[config.mk]
export PLATFORM = sky130hd
export DESIGN_NAME = instr_fetch_unit
export DESIGN_NICKNAME = d
export VERILOG_FILES = /design/src/rtl/fetch_pkg.sv /design/src/rtl/fetch_queue.sv /design/src/rtl/instr_fetch_unit.sv
export SDC_FILE = /design/constraint.sdc
export NUM_CORES = 1
export LEC_CHECK = 0
export BUFFER_PORTS_ARGS = -buffer_cell sky130_fd_sc_hd__buf_2
export CORE_MARGIN = 2
export CORE_UTILIZATION = 44
export CTS_CLUSTER_SIZE = 24
export DETAILED_ROUTE_END_ITERATION = 6
export HOLD_SLACK_MARGIN = 0.03
export PLACE_DENSITY = 0.74
export RECOVER_POWER = 100
export SLEW_MARGIN = 20
export SYNTH_ARGS = -nofsm -noshare
export SYNTH_HDL_FRONTEND = slang
export SYNTH_HIERARCHICAL = 1
export SYNTH_SLANG_ARGS = --single-unit
[constraint.sdc]
create_clock -name clk -period 11.6 [get_ports clk]
set_input_delay 1.16 -clock clk [delete_from_list [all_inputs] [get_ports clk]]
set_output_delay 1.16 -clock clk [all_outputs]
set_load 0.01 [all_outputs]
[src/rtl/fetch_pkg.sv]
// Shared types and constants for the instruction fetch stage.
package fetch_pkg;

    localparam logic [31:0] NOP_INSTR = 32'h0000_0013;

    typedef enum logic {
        FETCH = 1'b0,
        FAULT = 1'b1
    } fetch_state_t;

    typedef struct packed {
        logic [31:0] pc;
        logic [31:0] instr;
        logic        fault;
    } fetch_entry_t;

endpackage

[src/rtl/fetch_queue.sv]
// Small FIFO of fetched entries; flush beats push and pop, push into a full queue needs a pop.
module fetch_queue
    import fetch_pkg::*;
#(
    parameter int unsigned QUEUE_DEPTH = 2
) (
    input  logic                                 clk,
    input  logic                                 rst,
    input  logic                                 push,
    input  logic                                 pop,
    input  logic                                 flush,
    input  fetch_entry_t                         push_entry,
    output fetch_entry_t                         head,
    output logic [$clog2(QUEUE_DEPTH + 1)-1:0]   count,
    output logic                                 full,
    output logic                                 empty
);

    localparam int unsigned PW = $clog2(QUEUE_DEPTH);
    localparam int unsigned CW = $clog2(QUEUE_DEPTH + 1);

    fetch_entry_t  mem [QUEUE_DEPTH];
    logic [PW-1:0] wr_ptr;
    logic [PW-1:0] rd_ptr;
    logic          do_push;
    logic          do_pop;

    always_comb begin
        empty   = (count == '0);
        full    = (count == CW'(QUEUE_DEPTH));
        do_pop  = pop & !empty;
        do_push = push & (!full | do_pop);
        head    = mem[rd_ptr];
    end

    always_ff @(posedge clk) begin
        if (rst || flush) begin
            wr_ptr <= '0;
            rd_ptr <= '0;
            count  <= '0;
        end else begin
            if (do_push) begin
                mem[wr_ptr] <= push_entry;
                wr_ptr      <= wr_ptr + PW'(1);
            end
            if (do_pop) begin
                rd_ptr <= rd_ptr + PW'(1);
            end
            count <= count + CW'(do_push) - CW'(do_pop);
        end
    end

endmodule

[src/rtl/instr_fetch_unit.sv]
// Fetch stage: owns the PC, reads instruction memory, queues words for decode.
// Optional FETCH_PERF_CNT_EN adds fetch and stall performance counters.
module instr_fetch_unit
    import fetch_pkg::*;
#(
    parameter logic [31:0] RESET_PC        = 32'h0000_0000,
    parameter int unsigned IMEM_ADDR_WIDTH = 10,
    parameter int unsigned QUEUE_DEPTH     = 2
) (
    input  logic        clk,
    input  logic        rst,
    output logic        imem_req,
    output logic [31:0] imem_addr,
    input  logic [31:0] imem_data,
    input  logic        redirect_valid,
    input  logic [31:0] redirect_pc,
    output logic        if_valid,
    input  logic        if_ready,
    output logic [31:0] if_instr,
    output logic [31:0] if_pc,
`ifdef FETCH_PERF_CNT_EN
    output logic [31:0] perf_fetch_cnt,
    output logic [31:0] perf_stall_cnt,
`endif
    output logic        if_fault
);

    localparam int unsigned CW       = $clog2(QUEUE_DEPTH + 1);
    localparam logic [31:0] PC_LIMIT = 32'((64'd1 << IMEM_ADDR_WIDTH) - 64'd4);

    fetch_state_t  state;
    logic [31:0]   pc;
    fetch_entry_t  head;
    fetch_entry_t  push_entry;
    logic [CW-1:0] q_count;
    logic          q_full;
    logic          q_empty;
    logic          pop;
    logic          space;
    logic          addr_fault;
    logic          fault_push;
    logic          can_fetch;
    logic          show;

    always_comb begin
        show       = !q_empty & !rst;
        if_valid   = show;
        if_instr   = show ? head.instr : NOP_INSTR;
        if_pc      = show ? head.pc : 32'h0;
        if_fault   = show & head.fault;
        pop        = if_valid & if_ready;
        space      = (q_count < CW'(QUEUE_DEPTH)) | pop;
        addr_fault = (pc[1:0] != 2'b00) | (pc > PC_LIMIT);
        can_fetch  = !rst & !redirect_valid & (state == FETCH) & space;
        imem_req   = can_fetch & !addr_fault;
        fault_push = can_fetch & addr_fault;
        imem_addr  = pc;
        push_entry = fault_push ? '{pc: pc, instr: NOP_INSTR, fault: 1'b1}
                                : '{pc: pc, instr: imem_data, fault: 1'b0};
    end

    fetch_queue #(
        .QUEUE_DEPTH(QUEUE_DEPTH)
    ) u_queue (
        .clk       (clk),
        .rst       (rst),
        .push      (imem_req | fault_push),
        .pop       (pop),
        .flush     (redirect_valid),
        .push_entry(push_entry),
        .head      (head),
        .count     (q_count),
        .full      (q_full),
        .empty     (q_empty)
    );

    // Reset beats redirect, redirect beats fetch and fault.
    always_ff @(posedge clk) begin
        if (rst) begin
            pc    <= RESET_PC;
            state <= FETCH;
        end else if (redirect_valid) begin
            pc    <= redirect_pc;
            state <= FETCH;
        end else if (imem_req) begin
            pc <= pc + 32'd4;
        end else if (fault_push) begin
            state <= FAULT;
        end
    end

`ifdef FETCH_PERF_CNT_EN
    always_ff @(posedge clk) begin
        if (rst) begin
            perf_fetch_cnt <= '0;
            perf_stall_cnt <= '0;
        end else begin
            if (imem_req) begin
                perf_fetch_cnt <= perf_fetch_cnt + 32'd1;
            end
            if ((state == FETCH) && !redirect_valid && q_full && !pop) begin
                perf_stall_cnt <= perf_stall_cnt + 32'd1;
            end
        end
    end
`else
    logic unused_full;
    assign unused_full = q_full;
`endif

endmodule

==> results of run 1 <==
==> metrics by stage <==
| stage | std cells | setup slack (ps) | power [W] |
|---|---|---|---|
| 2_1_floorplan | 527 | 1864 | 0.0007291 |
| 3_3_place_gp | 860 | 6763 | 0.0007491 |
| 3_5_place_dp | 860 | 6574 | 0.0007532 |
| 4_1_cts | 892 | 6997 | 0.001272 |
| 5_1_grt | 893 | 3679 | 0.001302 |
| 6_report | 894 | 4244 | 0.001258 |
==> power groups by stage <==
| stage | registers, W | logic, W | clock network [W] |
|---|---|---|---|
| after global routing | 0.000675 | 0.0000700 | 0.000557 |
| final | 0.000673 | 0.0000637 | 0.000521 |
| after global placement | 0.000685 | 0.0000645 | 0 |
| after detailed placement | 0.000686 | 0.0000675 | 0 |
| after CTS | 0.000673 | 0.0000680 | 0.000531 |
| after floorplan | 0.000682 | 0.0000467 | 0 |
==> layout make-up <==
class	count	area, sq um
inverters	7	26.28
flip-flops and latches	168	4664
clock buffers	20	467.9
multi-input cells	294	2228
fillers	1476	7879
repair buffers	172	772.0
well taps	220	275.3
clock inverters	12	91.34
diodes	1	2.502
==> per-layer routing <==
metal / up-vias / track usage (%) / share of wire (%)
met4: 0 / 4.779 / 0.92
met3: 17 / 5.364 / 7.2
met1: 2128 / 20.36 / 43
met2: 171 / 30.66 / 49
met5: - / 0 / 0
li1: 2130 / - / -
==> worst max-delay path, delay by kind of cell <==
kind	cells	cell delay, ps
AND/OR/NAND/NOR	2	2750
buffers and inverters	3	2690
AO/OA/AOI/OAI	2	720
==> registers in the layout, summed over array words and instances, names as in the netlist, named ones only <==
| signal | flops |
|---|---|
| u_queue/wr_ptr | 1 |
| u_queue/count | 2 |
| imem_addr | 32 |
| u_queue/mem | 130 |
| u_queue/rd_ptr | 1 |
| state | 1 |
==> layout by cell type (no fill, tap or decap), drive strengths merged, types with 8 or more instances in the layout <==
master,instances
dfxtp,38
clkbuf,109
nor2,33
mux2,67
clkinv,8
buf,83
edfxtp,130
inv,10
and2,93
mux2i,25
==> final timing paths <==
check                         from            endpoint  slack, ps  cells after the start
setup / recovery    redirect_valid  u_queue/mem[0][22]       4240                      7
hold reg to reg              state               state        470                      2
setup reg to reg  u_queue/count[1]  u_queue/mem[0][22]       5030                      6
hold / removal               state               state        470                      2
==> impl_metrics.ini, run 1 <==
[power]
combPwrFrac_pct = 5.1
p_leak_nw = 3.113
seq_power_share_pct = 53.5
p_sw_share_pct = 21.69
internal-power_w = 0.0009855
ir_drop_uv = 95.14
switchingPower_w = 0.0002730
clkPwrFrac_pct = 41.4
power_density_nw_per_um2 = 147.6

[layout]
fin_util_pct = 51.98
fin_nets = 730
drive_above_1_share_pct = 27.49
areaGrowthSynthToFinish_pct = 16.79
stdcell_area_sq_um = 8528

[clock_tree]
cts_buffers = 17
h-tree-depth = 4
clk_pin_slew_worst_paths_ps = 60
clockRootBuffer = clkbuf_16
clk_latency_ps = 420
post-cts-setup-buffer-count = 0
holdBufCountCts = 0
cts.sinks = 168
tritoncts = done
clockBufferDepth = 2
cts_resized = 0

[logic_synthesis]
syn_inst = 527
syn_nets = 597
ys_warn_count = 6
syn-mean-instance-area_sq_um = 13.86
netlist_area_sq_um = 7302

[die]
rows = 47
floorplan.initialDensity_pct = 44.51
die_y_microns = 132.8
ioPinCount = 167
core_area_sq_um = 16410
die_x_microns = 132.8
die-area_sq_um = 17640

[detailed_routing]
avgRoutedWirePerCell_microns = 16.84
dr.first_iter.drc_count = 222
post-route-drc-count = 0
drt_first_pass_iters = 4
wirelength_microns = 15050
vias = 4446
antenna_left = 0
vias_per_cell = 4.973

[timing]
rsz0062_at_grt = no
relSlewSlack_pct = -139.1
holdWs_ps = 468.2
clock_skew_ps = 8.598
hold_viol_final = 0
drv_slew = 317
period_minus_slack_ps = 7356
final-setup-viol-count = 0
setup_tns_ps = 0
fin_crit_sh_pct = 63.42
worstMarginPinSlew_ps = 3549
fmax_mhz = 135.9

[global_route]
antenna_found_initial = 2
grt_usage_pct = 17.32
grt_pass1_vias = 4616
grt_pass1_wl_microns = 23410
overflow = 0
grt_max_degree = 66

[worst_setup_path]
path_max_fanout = 52
crit_type = in -> reg
cp_common_cell = clkbuf_1
crit_slowest_cell = nor2_1
start_kind = primary input
crit_path_cell_trace = buf_2, clkbuf_1, or3_1, a21oi_1, o21ai_0, nor2_1, clkbuf_1
end_kind = flip-flop
cp.required_ps = 11600
cp_slowest_stage_delay_ps = 1980
cp.arrival_ps = 7350

[placement]
dp_hpwl_microns = 9636
io_buffers = 166
gp_congestion = 0.7537
placedInstanceArea_sq_um = 8127

[worst_hold_path]
hold_class = reg -> reg

[run_status]
status = complete, but fails checks
violations = max-capacitance violations, max-slew violations

[job]
cap_violations = 8
No activity file was read; power rests on OpenSTA's default activity.
==> inputs of run 2 (changes only) <==
Settings changed: PLACE_DENSITY 0.74 to 0.77.
Clock period 11.6 ns to 6.6 ns, I/O delays scaled along.
==> run 2 against run 1 <==
  * The run still ends with max-capacitance violations, max-slew violations left
  * Utilization up 0.74 points
  * Cell count decreased by 0.11%
  * First-iteration DRC count rose by 1.4%
  * Clock power up 94%
  * Final area rose by 1.4%
  * Global-route usage about the same
  * Critical path depth decreased by 1
  * Clock-buffer cell count grew 5
  * Worst setup slack lost 2500 ps
  * Wire length decreased by 0.13%
  * Via count grew 1.0%
  * Highest routed layer unchanged
==> impl_metrics.ini, run 2 (same netlist as run 1, synthesis figures left out) <==
[run_status]
status = complete, but fails checks
violations = max-capacitance violations, max-slew violations

[timing]
hold_viol_final = 0
fmax_mhz = 205.9
setup_tns_ps = 0
rsz0062_at_grt = no
clock_skew_ps = 14.53
fin_crit_sh_pct = 73.60
period_minus_slack_ps = 4857
relSlewSlack_pct = -136.7
final-setup-viol-count = 0
worstMarginPinSlew_ps = 3514
drv_slew = 218

[die]
core_area_sq_um = 16410
rows = 47
floorplan.initialDensity_pct = 44.51
ioPinCount = 167
die_y_microns = 132.8
die-area_sq_um = 17640
die_x_microns = 132.8

[clock_tree]
post-cts-setup-buffer-count = 0
clockRootBuffer = clkbuf_16
clk_pin_slew_worst_paths_ps = 60
clockBufferDepth = 2
cts.sinks = 168
tritoncts = done
cts_buffers = 17
h-tree-depth = 4
cts_resized = 0
clk_latency_ps = 430
holdBufCountCts = 0

[global_route]
grt_pass1_vias = 4454
overflow = 0
antenna_found_initial = 1
grt_pass1_wl_microns = 23420
grt_max_degree = 66
grt_usage_pct = 17.32

[worst_setup_path]
cp_slowest_stage_delay_ps = 2000
cp.required_ps = 6620
start_kind = primary input
crit_slowest_cell = clkbuf_1
crit_buf_inv = 2
path_max_fanout = 52
end_kind = flip-flop
crit_path_cell_trace = buf_2, clkbuf_1, or3_1, a21oi_1, o21ai_0, nand2b_1
crit_type = in -> reg
cp.arrival_ps = 4870
path_delay_family = buffers and inverters

[detailed_routing]
wirelength_microns = 15040
vias = 4492
antenna_left = 0
vias_per_cell = 5.030
dr.first_iter.drc_count = 225
post-route-drc-count = 0
drt_first_pass_iters = 4
avgRoutedWirePerCell_microns = 16.84

[layout]
stdcell_area_sq_um = 8650
final_common_cell = edfxtp_1
fin_nets = 729
layout_common_cells = 130 x edfxtp_1, 112 x buf_2, 73 x and2_0
areaGrowthSynthToFinish_pct = 18.45
largest-register = u_queue/mem
largest_reg_flops = 130
drive_above_1_share_pct = 32.29

[power]
ir_drop_uv = 183.0
power_density_nw_per_um2 = 266.7
p_leak_nw = 3.245

[worst_hold_path]
hold_class = reg -> reg

[job]
cap_violations = 4

[placement]
placedInstanceArea_sq_um = 8135
gp_congestion = 0.8016
dp_hpwl_microns = 9838
io_buffers = 166
==> run 2: worst reg2reg max path: cells and delay by family (launching register included) <==
family / cells / cell delay (ps)
AO/OA/AOI/OAI: 1 / 2670
flip-flops: 1 / 360
AND/OR/NAND/NOR: 3 / 1100
==> run 2: worst paths after layout <==
check | depth (start not counted) | slack (ps) | end | startpoint
setup / recovery | 6 | 1740 | u_queue/mem[1][2] | redirect_valid
hold / removal | 2 | 460 | state | state
setup reg to reg | 4 | 2070 | u_queue/mem[1][2] | imem_addr[15]
hold reg to reg | 2 | 460 | state | state
==> run 2: power by group <==
group	internal [W]	total, W	switching, W
sequential	0.00116	0.00118	0.0000197
clock	0.000626	0.00101	0.000384
combinational	0.0000507	0.000114	0.0000637
==> run 2: stage by stage <==
stage | std cells | setup slack, ps | hold slack (ps) | util, % | power (W)
after global routing | 892 | 1273 | 485.2 | 52.70 | 0.002383
after detailed placement | 860 | 2283 | 455.9 | 49.58 | 0.001325
final | 893 | 1743 | 456.6 | 52.72 | 0.002307
after CTS | 892 | 2714 | 460.0 | 53.37 | 0.002330
after global placement | 860 | 2492 | 451.2 | 49.54 | 0.001317
after floorplan | 527 | 620.9 | 434.2 | - | 0.001281
==> run 2: layout make-up <==
type / count / area, sq um
fill: 1420 / 7757
sequential: 168 / 4664
multi-input combinational: 294 / 2267
timing repair buffer: 171 / 793.3
clock buffer: 25 / 516.7
tap: 220 / 275.3
clock inverter: 7 / 103.9
inverter: 7 / 26.28
antenna: 1 / 2.502
==> run 2: per-layer routing <==
metal,share of wire (%),up-vias,global-route usage (%)
met3,8.6,12,5.249
li1,-,2131,-
met4,0.90,0,5.556
met5,0,-,0
met2,49,191,28.04
met1,42,2158,22.40
